**src/rtl/ps2_packet_framer.sv**
```systemverilog
`default_nettype none
// ============================================================================
// Module   : ps2_packet_framer
// Purpose  : Aligns a PS/2 byte stream to packets on a sync bit. Assembles
//            3..BYTES_MAX byte packets and presents them under valid/ready.
//            Stalled packets are aborted on timeout, and sync errors are counted.
// Revision : 1.0  initial release
// ============================================================================
module ps2_packet_framer #(
  parameter int BYTE_W    = 8,
  parameter int BYTES_MAX = 4,
  parameter int SYNC_BIT  = 3,
  parameter int TIMEOUT   = 1000
) (
  input  logic                        clk,
  input  logic                        reset,
  input  logic                        in_valid,
  input  logic [BYTE_W-1:0]           in,
  input  logic [3:0]                  pkt_len,
  output logic [BYTES_MAX*BYTE_W-1:0] out_bytes,
  output logic [3:0]                  out_len,
  output logic                        out_valid,
  input  logic                        out_ready,
  output logic                        overflow,
  output logic                        timeout_err,
  output logic [15:0]                 sync_err_cnt
);

  localparam int          c_OUT_W   = BYTES_MAX * BYTE_W;
  localparam int          c_TMR_W   = $clog2(TIMEOUT + 1);
  localparam logic [3:0]  c_MAX_LEN = 4'(BYTES_MAX);
  localparam logic [3:0]  c_MIN_LEN = 4'd3;

  typedef enum logic [0:0] {
    S_IDLE    = 1'b0,
    S_COLLECT = 1'b1
  } state_t;

  state_t               r_state;
  state_t               w_state_nxt;
  logic [3:0]           r_idx;
  logic [3:0]           r_len;
  logic [c_TMR_W-1:0]   r_timer;
  logic [BYTE_W-1:0]    r_buf [BYTES_MAX];

  logic                 w_start;
  logic                 w_discard;
  logic                 w_store;
  logic                 w_complete;
  logic                 w_timeout;
  logic [3:0]           w_len_clamp;
  logic [BYTE_W-1:0]    w_cur [BYTES_MAX];
  logic [c_OUT_W-1:0]   w_packed;

  logic [c_OUT_W-1:0]   r_out_bytes;
  logic [3:0]           r_out_len;
  logic                 r_out_valid;
  logic                 r_overflow;
  logic                 r_timeout_err;
  logic [15:0]          r_sync_err_cnt;

  // Requested length limited to the supported 3..BYTES_MAX range
  always_comb begin
    w_len_clamp = pkt_len;
    if (pkt_len < c_MIN_LEN)      w_len_clamp = c_MIN_LEN;
    else if (pkt_len > c_MAX_LEN) w_len_clamp = c_MAX_LEN;
  end

  // FSM state register
  always_ff @(posedge clk) begin
    if (!reset) r_state <= S_IDLE;
    else        r_state <= w_state_nxt;
  end

  // FSM next-state and control strobes
  always_comb begin
    w_state_nxt = r_state;
    w_start     = 1'b0;
    w_discard   = 1'b0;
    w_store     = 1'b0;
    w_complete  = 1'b0;
    w_timeout   = 1'b0;
    case (r_state)
      S_IDLE: begin
        if (in_valid) begin
          if (in[SYNC_BIT]) begin
            w_start     = 1'b1;
            w_state_nxt = S_COLLECT;
          end else begin
            w_discard   = 1'b1;
          end
        end
      end
      S_COLLECT: begin
        if (in_valid) begin
          w_store = 1'b1;
          if (r_idx == r_len - 4'd1) begin
            w_complete  = 1'b1;
            w_state_nxt = S_IDLE;
          end
        end else if (r_timer == c_TMR_W'(TIMEOUT - 1)) begin
          w_timeout   = 1'b1;
          w_state_nxt = S_IDLE;
        end
      end
      default: w_state_nxt = S_IDLE;
    endcase
  end

  // Buffer view with the byte arriving this cycle merged in at position idx
  always_comb begin
    for (int i = 0; i < BYTES_MAX; i++) begin
      w_cur[i] = (4'(i) == r_idx) ? in : r_buf[i];
    end
  end

  // Pack the first len bytes MSB-first into the low bits, upper bytes zero
  always_comb begin
    w_packed = '0;
    for (int i = 0; i < BYTES_MAX; i++) begin
      if (4'(i) < r_len) w_packed = (w_packed << BYTE_W) | c_OUT_W'(w_cur[i]);
    end
  end

  // Byte buffer, index counter, latched length and inter-byte idle timer
  always_ff @(posedge clk) begin
    if (!reset) begin
      r_idx   <= '0;
      r_len   <= '0;
      r_timer <= '0;
      for (int i = 0; i < BYTES_MAX; i++) r_buf[i] <= '0;
    end else if (w_start) begin
      r_buf[0] <= in;
      r_len    <= w_len_clamp;
      r_idx    <= 4'd1;
      r_timer  <= '0;
    end else if (w_store) begin
      for (int i = 0; i < BYTES_MAX; i++) begin
        if (4'(i) == r_idx) r_buf[i] <= in;
      end
      r_timer <= '0;
      r_idx   <= w_complete ? 4'd0 : r_idx + 4'd1;
    end else if (r_state == S_COLLECT) begin
      if (w_timeout) begin
        r_timer <= '0;
        r_idx   <= '0;
      end else begin
        r_timer <= r_timer + c_TMR_W'(1);
      end
    end
  end

  // Output holding register, event pulses and saturating error counter
  always_ff @(posedge clk) begin
    if (!reset) begin
      r_out_bytes    <= '0;
      r_out_len      <= '0;
      r_out_valid    <= 1'b0;
      r_overflow     <= 1'b0;
      r_timeout_err  <= 1'b0;
      r_sync_err_cnt <= '0;
    end else begin
      r_overflow    <= 1'b0;
      r_timeout_err <= w_timeout;
      if (w_complete && (!r_out_valid || out_ready)) begin
        r_out_bytes <= w_packed;
        r_out_len   <= r_len;
        r_out_valid <= 1'b1;
      end else if (w_complete) begin
        r_overflow  <= 1'b1;
      end else if (out_ready) begin
        r_out_valid <= 1'b0;
      end
      if ((w_discard || w_timeout) && (r_sync_err_cnt != 16'hFFFF)) begin
        r_sync_err_cnt <= r_sync_err_cnt + 16'd1;
      end
    end
  end

  assign out_bytes    = r_out_bytes;
  assign out_len      = r_out_len;
  assign out_valid    = r_out_valid;
  assign overflow     = r_overflow;
  assign timeout_err  = r_timeout_err;
  assign sync_err_cnt = r_sync_err_cnt;

endmodule
`default_nettype wire

```
**config.mk**
```make
export PLATFORM = sky130hd
export DESIGN_NAME = ps2_packet_framer
export DESIGN_NICKNAME = d
export VERILOG_FILES = /design/src/rtl/ps2_packet_framer.sv
export SDC_FILE = /design/constraint.sdc
export NUM_CORES = 1
export LEC_CHECK = 0
export CAP_MARGIN = 20
export CORE_UTILIZATION = 58
export DETAILED_ROUTE_END_ITERATION = 6
export GPL_ROUTABILITY_DRIVEN = 0
export PLACE_DENSITY = 0.86
export SLEW_MARGIN = 40
export SYNTH_ARGS = -nofsm -noshare
export SYNTH_HDL_FRONTEND = slang
export SYNTH_SLANG_ARGS = --single-unit
```
**constraint.sdc**
```tcl
create_clock -name clk -period 5 [get_ports clk]
set_clock_uncertainty 0.2 [all_clocks]
set_input_delay 0.75 -clock clk [delete_from_list [all_inputs] [get_ports clk]]
set_output_delay 0.75 -clock clk [all_outputs]
set_load 0.02 [all_outputs]
```
==> results of run 1 <==
==> critical path, stage by stage <==
cell	delay [ps]
clkdlybuf4s50_1	720
nand3_1	180
nor2_1	600
nand2_1	460
o21ai_0	290
==> how the worst min path moves through the flow <==
stage	cells after the start	startpoint	end
final	2	out_bytes[29]	out_bytes[29]
after global routing	2	out_bytes[30]	out_bytes[30]
after CTS	2	out_bytes[26]	out_bytes[26]
after detailed placement	2	out_bytes[25]	out_bytes[25]
after global placement	2	out_bytes[24]	out_bytes[24]
after floorplan	2	r_len[2]	out_len[2]
==> cell type report <==
cell class	count	share of cell area (%)
clock buffers	13	3.70
inverters	12	0.783
repair buffers	74	12.6
multi-input cells	367	38.7
flip-flops and latches	104	41.8
well taps	102	2.22
clock inverters	2	0.239
==> flip-flops by register name, indices dropped and copies added (netlist names) <==
register	flops
timeout_err	1
sync_err_cnt	16
out_valid	1
r_timer	10
out_bytes	32
r_idx	4
out_len	3
r_len	3
overflow	1
r_buf	32
r_state	1
==> cells in the mapped netlist (7+ instances only) <==
cell type | n | area (sq um)
dfxtp_1 | 72 | 1440
nor2_1 | 48 | 180
o21ai_0 | 42 | 210
nand2_1 | 40 | 150
a21oi_1 | 37 | 185
and2_1 | 33 | 206
edfxtp_1 | 32 | 961
mux2i_1 | 26 | 260
nand3_1 | 26 | 130
clkbuf_1 | 22 | 82.6
or3_1 | 17 | 106
inv_1 | 11 | 41.3
o22ai_1 | 10 | 62.6
nand4_1 | 9 | 56.3
o22a_1 | 8 | 70.1
o32a_1 | 8 | 80.1
ha_1 | 7 | 87.6
==> per-stage QoR <==
step / worst slack [ps] / hold WS, ps / utilization (%)
final: 2100 / 259 / 72.9
after CTS: 2120 / 263 / 72.9
after detailed placement: 1750 / 248 / 70.0
after global placement: 1780 / 241 / 70.0
after global routing: 1780 / 281 / 72.9
after floorplan: 2610 / 245 / -
==> power by group through the flow <==
stage / clock network (mW) / registers (mW) / logic (mW)
3_5_place_dp: 0 / 0.914 / 0.117
6_report: 0.573 / 0.895 / 0.120
3_3_place_gp: 0 / 0.913 / 0.114
5_1_grt: 0.607 / 0.897 / 0.130
4_1_cts: 0.575 / 0.895 / 0.118
2_1_floorplan: 0 / 0.910 / 0.0766
==> cell usage in the layout, fill, tap and decap left out, types with 7 or more instances in the layout <==
cell and instances:
clkbuf_8 10, nand3_1 26, and2_1 33, edfxtp_1 32, o22a_1 8, nand2_1 40
o32a_1 8, o21ai_0 38, mux2i_1 26, clkdlybuf4s50_1 68, nor2_1 48, a21oi_1 37
or3_1 17, dfxtp_1 72, nand4_1 9, ha_1 7, o22ai_1 10, inv_1 11
==> metal layers <==
layer / GRT usage, % / part of all wire (%) / up-vias
met4: 9.49 / 1.9 / 0
met3: 5.04 / 7.3 / 24
li1: - / - / 1939
met5: 0 / 0 / -
met1: 37.5 / 45 / 1919
met2: 42.2 / 46 / 200
==> cell families (layout without fill, tap and decap cells) <==
logic type	Yosys count	count (layout)
flops	104	104
simple gates	206	206
xor+xnor	13	13
fa+ha+maj	7	7
compound gates	115	115
mux	26	26
buf+inv	43	101
==> out/qor.yml, run 1 <==
synth:
  yosys_warnings: 0
  syn_area_per_cell_sq_um: 9.36
  postSynthNetCount: 537
  synth_cell_types: 46
  synth_area_sq_um: 4810
  synthMuxAreaShare_pct: 5.41
  synth-edff-count: 32
  synth_seq_cells: 104
  synthAdderAreaFrac_pct: 1.82
  synth-xor-area-share_pct: 2.65
  synth_ff_type: "dfxtp_1"
  syn_inst: 514
  synthArstFlopShare_pct: 0
  seq_area_frac_synth_pct: 49.9
  synth-simple-area-share_pct: 22.0
  synth_compound_area_share_pct: 14.3
  synth_top_family_by_area: "simple AND/OR/NAND/NOR gates"
critical_path:
  r2r-end: "out_bytes[5]"
  reg2reg_depth: 7
  start_kind: "input pin"
  worstPathArrival_ps: 3010
  critPathCapture: "out_bytes[5]"
  worstPathRequired_ps: 5100
  r2r_setup_slack_ps: 2180
  end_kind: "flip-flop"
  criticalPathCategory: "in -> reg"
  reg2reg_from: "r_len[0]"
  cp_max_fo: 16
  crit_path_start: "in_valid"
timing:
  rsz0062_at_grt: "no"
  tightest_slew_ps: 800
  period_share_pct: 58.1
  relSlewSlack_pct: 46.3
  slew_violations: 0
  max_freq_ghz: 0.344
  hold_viol_final: 0
  fin_crit_ps: 2900
  setup_viol: 0
  setup_tns_ps: 0
final_layout:
  fin_cells: 674
  antennaDiodeCount: 0
  multiInputGateArea_sq_um: 2220
  register_area_sq_um: 2400
  nNetsFinal: 591
  drive_gt1_share_pct: 4.37
  final_area_sq_um: 5750
  n_fill_cell: 552
  area_growth_syn_to_layout_pct: 19.5
power:
  p_seq_share_pct: 56.4
  power_leakage_nw: 1.98
  power.switching_uw: 376
  pwr_density_cell_nw_per_um2: 276
  clock_power_share_pct: 36.1
  ir_drop_mv: 0.155
  p_comb_share_pct: 7.6
  switching_share_pct: 23.7
  p_int_mw: 1.21
  p_total_mw: 1.59
floorplanning:
  die_h_microns: 93.1
  dieWidth_microns: 93.1
  design.core.area_sq_um: 7890
  initial_core_util_pct: 61.0
  io_pins: 71
  rows: 32
  die_area_sq_um: 8660
global_route:
  grt_max_degree: 44
  antenna_found_initial: 0
  grt-ovfl-total: 0
  grt_pass1_wl_microns: 18200
  first_global_vias: 3657
  track_usage_pct: 27.0
clock_tree:
  clkTransAtPathRegs_ps: 90
  cts_tree: "done"
  clock_path_buffers: 2
  cts_buffers: 9
  cts.htree.levels: 3
  cts_root_buf: "clkbuf_8"
  postCtsSetupRepairBufs: 0
  cts_resized: 0
  cts.sinks: 104
  clock_latency_ps: 390
  cts_hold_buffers: 0
place:
  numPortBuffers: 68
  dp.cells: 659
  placed_area_sq_um: 5520
  hpwl_microns: 7810
worst_hold_path:
  timing.hold.worst.class: "reg -> reg"
route:
  drc: 0
  wl_per_cell_microns: 16.6
  final_antenna_net_count: 0
  via_per_inst: 6.06
  dr.pass1.iters: 5
  wl_microns: 11200
  drtIter0Drc: 361
  vias: 4082
status:
  status: "finished, final reports clean"
flow_run:
  maxCapViolCount: 0
Power figures use the tool's default switching activity.
==> run 2: changes to the inputs <==
- CORE_UTILIZATION: 58 -> 54
- PLACE_DENSITY: 0.86 -> 0.81
- clock period: 5 -> 2.76 ns (I/O delays scaled with it)
==> out/qor.yml, run 2 (synthesized netlist as in run 1, its figures left out) <==
critical_path:
  worstPathArrival_ps: 2630  # -380 ps
  path_cells: "inv_1, ha_1, xor2_1, nand4_2, or2_1, or3_1, a21oi_1"
  cp_slowest_stage_delay_ps: 490  # -230 ps
  critPathCapture: "out_bytes[30]"
  criticalPathCategory: "reg -> reg"
  r2r-end: "out_bytes[30]"
  reg2reg_depth: 7  # unchanged
  r2r_setup_slack_ps: 240  # -1940 ps
  slowest_stage: "or2_1"
  end_kind: "flip-flop"
  crit_path_start: "r_len[0]"
  worstPathRequired_ps: 2870  # -2230 ps
  cp_max_fo: 18  # +2
  reg2reg_from: "r_len[0]"
  start_kind: "flip-flop"
final_layout:
  area_growth_syn_to_layout_pct: 21.0
  nNetsFinal: 603  # +2.0%
  final_cell_mix: "dfxtp_1 (72), clkdlybuf4s50_1 (68), nor2_1 (48), o21ai_0 (42), nand2_1 (40)"
  drive_gt1_share_pct: 6.50  # +2.1 points
  final_common_cell: "dfxtp_1"
  n_fill_cell: 690  # +25%
  antennaDiodeCount: 0  # unchanged
timing:
  slew_violations: 0  # unchanged
  fin_crit_ps: 2520
  hold_viol_final: 0  # unchanged
  period_share_pct: 91.4
  rsz0062_at_grt: "no"
  layout_setup_ws_ps: 237  # -1860 ps
  max_freq_ghz: 0.396
  setup_tns_ps: 0  # unchanged
  setup_viol: 0  # unchanged
  relSlewSlack_pct: 49.2  # +2.8 points
  tightest_slew_ps: 761  # -38.7 ps
clock_tree:
  cts_root_buf: "clkbuf_8"
  cts_hold_buffers: 0  # unchanged
  cts.sinks: 104  # unchanged
  cts_buffers: 9  # unchanged
  clock_path_buffers: 2  # unchanged
  cts_tree: "done"
  clock_latency_ps: 360  # -30 ps
  clkTransAtPathRegs_ps: 110  # +20 ps
  cts_resized: 0  # unchanged
  postCtsSetupRepairBufs: 0  # unchanged
  cts.htree.levels: 3  # unchanged
global_route:
  grt_max_degree: 36  # -18%
  first_global_vias: 3541  # -3.2%
  grt-ovfl-total: 0  # unchanged
  grt_pass1_wl_microns: 17500  # -3.5%
  track_usage_pct: 25.1  # -1.9 points
  antenna_found_initial: 0  # unchanged
floorplanning:
  dieWidth_microns: 96.4  # +3.6%
  die_area_sq_um: 9290  # +7.2%
  io_pins: 71  # unchanged
  initial_core_util_pct: 55.4  # -5.6 points
  rows: 34  # +6.3%
  design.core.area_sq_um: 8680  # +10%
  die_h_microns: 96.4  # +3.6%
status:
  status: "finished, final reports clean"
route:
  final_antenna_net_count: 0  # unchanged
  wl_microns: 11200  # +0.21%
  drc: 0  # unchanged
  drtIter0Drc: 392  # +8.6%
  wl_per_cell_microns: 16.2  # -2.5%
  via_per_inst: 5.89  # -2.8%
  dr.pass1.iters: 6  # +1
  vias: 4080  # -0.049%
power:
  ir_drop_mv: 0.224  # +45%
  power_leakage_nw: 2.02  # +2.3%
  pwr_density_cell_nw_per_um2: 484  # +75%
place:
  numPortBuffers: 68  # unchanged
  dpl_worst_slack_ps: 242  # -1510 ps
  hpwl_microns: 7900  # +1.2%
worst_hold_path:
  holdPathStages: 2  # unchanged
  timing.hold.worst.class: "reg -> reg"
flow_run:
  maxCapViolCount: 0  # unchanged
-- run 2: cell count changes in the layout (fill, tap and decap cells not counted) --
cell,change
bufinv_16,+1
o21ai_1,-4
clkbuf_8,-1
clkinv_2,+1
clkinv_4,+1
o21ai_0,+4
inv_8,+1
clkbuf_16,-3
inv_6,+1
buf_4,+12
-- run 2: area by class of cell --
| class | count | area (sq um) | area share [%] |
|---|---|---|---|
| well taps | 108 | 135 | 2.32 |
| flip-flops and latches | 104 | 2400 | 41.3 |
| multi-input cells | 367 | 2220 | 38.2 |
| clock inverters | 7 | 77.6 | 1.33 |
| repair buffers | 86 | 816 | 14.0 |
| inverters | 12 | 45.0 | 0.774 |
| clock buffers | 9 | 124 | 2.13 |
-- run 2: stage by stage --
stage / cell area, sq um / instances / utilization, % / hold slack, ps / power (mW)
floorplan: 4810 / 514 / - / 245 / 1.79
global placement: 5620 / 677 / 64.8 / 243 / 1.87
detailed placement: 5620 / 677 / 64.8 / 245 / 1.88
CTS: 5820 / 693 / 67.1 / 261 / 2.83
global route: 5820 / 693 / 67.1 / 272 / 2.92
finish: 5820 / 693 / 67.1 / 256 / 2.82
-- run 2: worst min-delay path by stage --
| stage | endpoint | from | slack [ps] |
|---|---|---|---|
| after floorplan | out_len[2] | r_len[2] | 250 |
| after global placement | out_bytes[28] | out_bytes[28] | 240 |
| after detailed placement | out_bytes[24] | out_bytes[24] | 250 |
| after CTS | out_bytes[24] | out_bytes[24] | 260 |
| after global routing | out_bytes[24] | out_bytes[24] | 270 |
| final | out_bytes[24] | out_bytes[24] | 260 |
-- run 2: metal layers --
layer | up-vias | routed length (microns) | global-route usage [%] | part of all wire (%)
met4 | 0 | 176 | 9.19 | 1.6
met1 | 1956 | 5190 | 35.8 | 46
li1 | 1964 | - | - | -
met3 | 14 | 628 | 3.29 | 5.6
met5 | - | 0 | 0 | 0
met2 | 146 | 5230 | 38.9 | 47
-- run 2: worst max-delay path, delay by kind of cell (launching register included) --
kind	cells	cell delay, ps
compound gates	1	140
simple gates	3	1170
xor+xnor	1	160
buf+inv	1	70
fa+ha+maj	1	300
flops	1	440
-- run 2: report_power, final --
part	switching (mW)	leakage (nW)	internal, mW	total [mW]
Combinational	0.144	1.01	0.0874	0.232
Sequential	0.0146	0.914	1.60	1.62
Clock	0.539	0.102	0.430	0.968
Total	0.698	2.02	2.12	2.82
==> run 3: changes to the inputs <==
- SETUP_SLACK_MARGIN: default -> 0.4
==> out/qor.yml, run 3 (synthesized netlist as in run 1, its figures left out) <==
worst_hold_path:
  holdCritStartpoint: "out_bytes[25]"
  timing.hold.worst.class: "reg -> reg"
  holdPathStages: 2  # unchanged
  min_to: "out_bytes[25]"
clock_tree:
  cts.sinks: 104  # unchanged
  clock_path_buffers: 2  # unchanged
  clkTransAtPathRegs_ps: 110  # about the same
  cts_root_buf: "clkbuf_8"
  cts_buffers: 9  # unchanged
  cts.htree.levels: 3  # unchanged
  cts_tree: "done"
  cts_hold_buffers: 0  # unchanged
  clock_latency_ps: 370  # about the same
flow_run:
  maxCapViolCount: 0  # unchanged
critical_path:
  r2r-end: "out_bytes[25]"
  worstPathRequired_ps: 2880  # about the same
  cp_max_fo: 17  # -1
  crit_path_start: "r_len[2]"
  reg2reg_depth: 7  # unchanged
  start_kind: "flip-flop"
  criticalPathCategory: "reg -> reg"
  end_kind: "flip-flop"
  r2r_setup_slack_ps: 500  # +260 ps
  worstPathArrival_ps: 2380  # -250 ps
  reg2reg_from: "r_len[2]"
floorplanning:
  design.core.area_sq_um: 8680  # unchanged
  initial_core_util_pct: 55.4  # unchanged
  die_area_sq_um: 9290  # unchanged
  dieWidth_microns: 96.4  # unchanged
  die_h_microns: 96.4  # unchanged
  rows: 34  # unchanged
  io_pins: 71  # unchanged
final_layout:
  multiInputGateArea_sq_um: 2260  # +1.7%
  fin_cells: 697  # +0.58%
  antennaDiodeCount: 0  # unchanged
  n_fill_cell: 687  # -0.43%
  nNetsFinal: 607  # +0.66%
  area_growth_syn_to_layout_pct: 22.2
  final_common_cell: "dfxtp_1"
  final_cell_mix: "dfxtp_1 (70), clkdlybuf4s50_1 (68), nor2_1 (47), o21ai_0 (41), nand2_1 (39)"
  drive_gt1_share_pct: 8.32  # +1.8 points
  register_area_sq_um: 2400  # +0.10%
route:
  drc: 0  # unchanged
  final_antenna_net_count: 0  # unchanged
  vias: 4050  # -0.74%
  wl_microns: 11400  # +1.6%
  dr.pass1.iters: 5  # -1
  drtIter0Drc: 258  # -34%
  wl_per_cell_microns: 16.4  # +1.0%
  via_per_inst: 5.81  # -1.3%
global_route:
  track_usage_pct: 25.0  # -0.025 points
  grt_max_degree: 35  # -2.8%
  grt-ovfl-total: 0  # unchanged
  antenna_found_initial: 0  # unchanged
  first_global_vias: 3553  # +0.34%
  grt_pass1_wl_microns: 17500  # -0.55%
timing:
  fin_crit_ps: 2260  # -259 ps
  hold_viol_final: 0  # unchanged
  setup_tns_ps: 0  # unchanged
  relSlewSlack_pct: 49.1  # -0.076 points
  setup_viol: 0  # unchanged
  slew_violations: 0  # unchanged
  layout_setup_ws_ps: 496  # +259 ps
  rsz0062_at_grt: "yes"
  max_freq_ghz: 0.442  # +11%
  tightest_slew_ps: 762  # +1.13 ps
  period_share_pct: 82.0  # -9.4 points
place:
  dp.cells: 678  # +0.15%
  numPortBuffers: 68  # unchanged
  dpl_worst_slack_ps: 198  # -44.0 ps
  hpwl_microns: 7890  # -0.16%
power:
  ir_drop_mv: 0.256  # +14%
  power_leakage_nw: 2.04  # +1.2%
  pwr_density_cell_nw_per_um2: 472  # -2.4%
status:
  status: "finished, final reports clean"
## run 3: cell count changes in the layout (fill, tap and decap cells not counted), sizes merged
cell	delta
buf	+3
clkbuf	+2
bufinv	-1
## run 3: area by class of cell
cell class | count | share of cell area (%)
flip-flops and latches | 104 | 40.9
multi-input cells | 367 | 38.4
repair buffers | 90 | 14.4
clock buffers | 10 | 2.34
well taps | 108 | 2.30
clock inverters | 6 | 0.872
inverters | 12 | 0.766
## run 3: how the worst max path moves through the flow
| stage | end | slack, ps |
|---|---|---|
| after CTS | sync_err_cnt[15] | 460 |
| after global routing | out_bytes[26] | 380 |
| after detailed placement | sync_err_cnt[15] | 200 |
| after floorplan | sync_err_cnt[0] | 400 |
| final | out_bytes[25] | 500 |
| after global placement | sync_err_cnt[15] | 220 |
## run 3: critical path, stage by stage (launching register included)
cell and delay [ps]:
dfxtp_1 370, inv_1 70, ha_1 280, xor2_1 170, nand4_2 220, or2_4 370, or3_1 400, a21oi_1 140
## run 3: where the power goes
| part | internal (mW) | switching, mW |
|---|---|---|
| registers | 1.60 | 0.0144 |
| clock network | 0.366 | 0.560 |
| logic | 0.0887 | 0.146 |
## run 3: through the flow
stage	util, %	area [sq um]	power (mW)	hold WS (ps)
finish	67.8	5880	2.78	260
CTS	67.1	5830	2.78	260
global placement	64.9	5630	1.87	243
detailed placement	64.9	5630	1.88	245
floorplan	-	4810	1.79	245
global route	67.8	5880	2.87	280
## run 3: routing by layer
metal | vias up | GRT usage (%) | wire length, microns
li1 | 1972 | - | -
met1 | 1912 | 36.3 | 5290
met5 | - | 0 | 0
met4 | 0 | 9.80 | 231
met3 | 21 | 3.21 | 694
met2 | 145 | 38.1 | 5190
## run 3: repair_timing
| item | CTS | global route |
|---|---|---|
| resized for setup | 3 | 9 |
| gates cloned | 0 | 1 |
| buffers inserted | 0 | 2 |
| pin swaps | 0 | 2 |
| endpoints found under the setup margin | 15 | 23 |
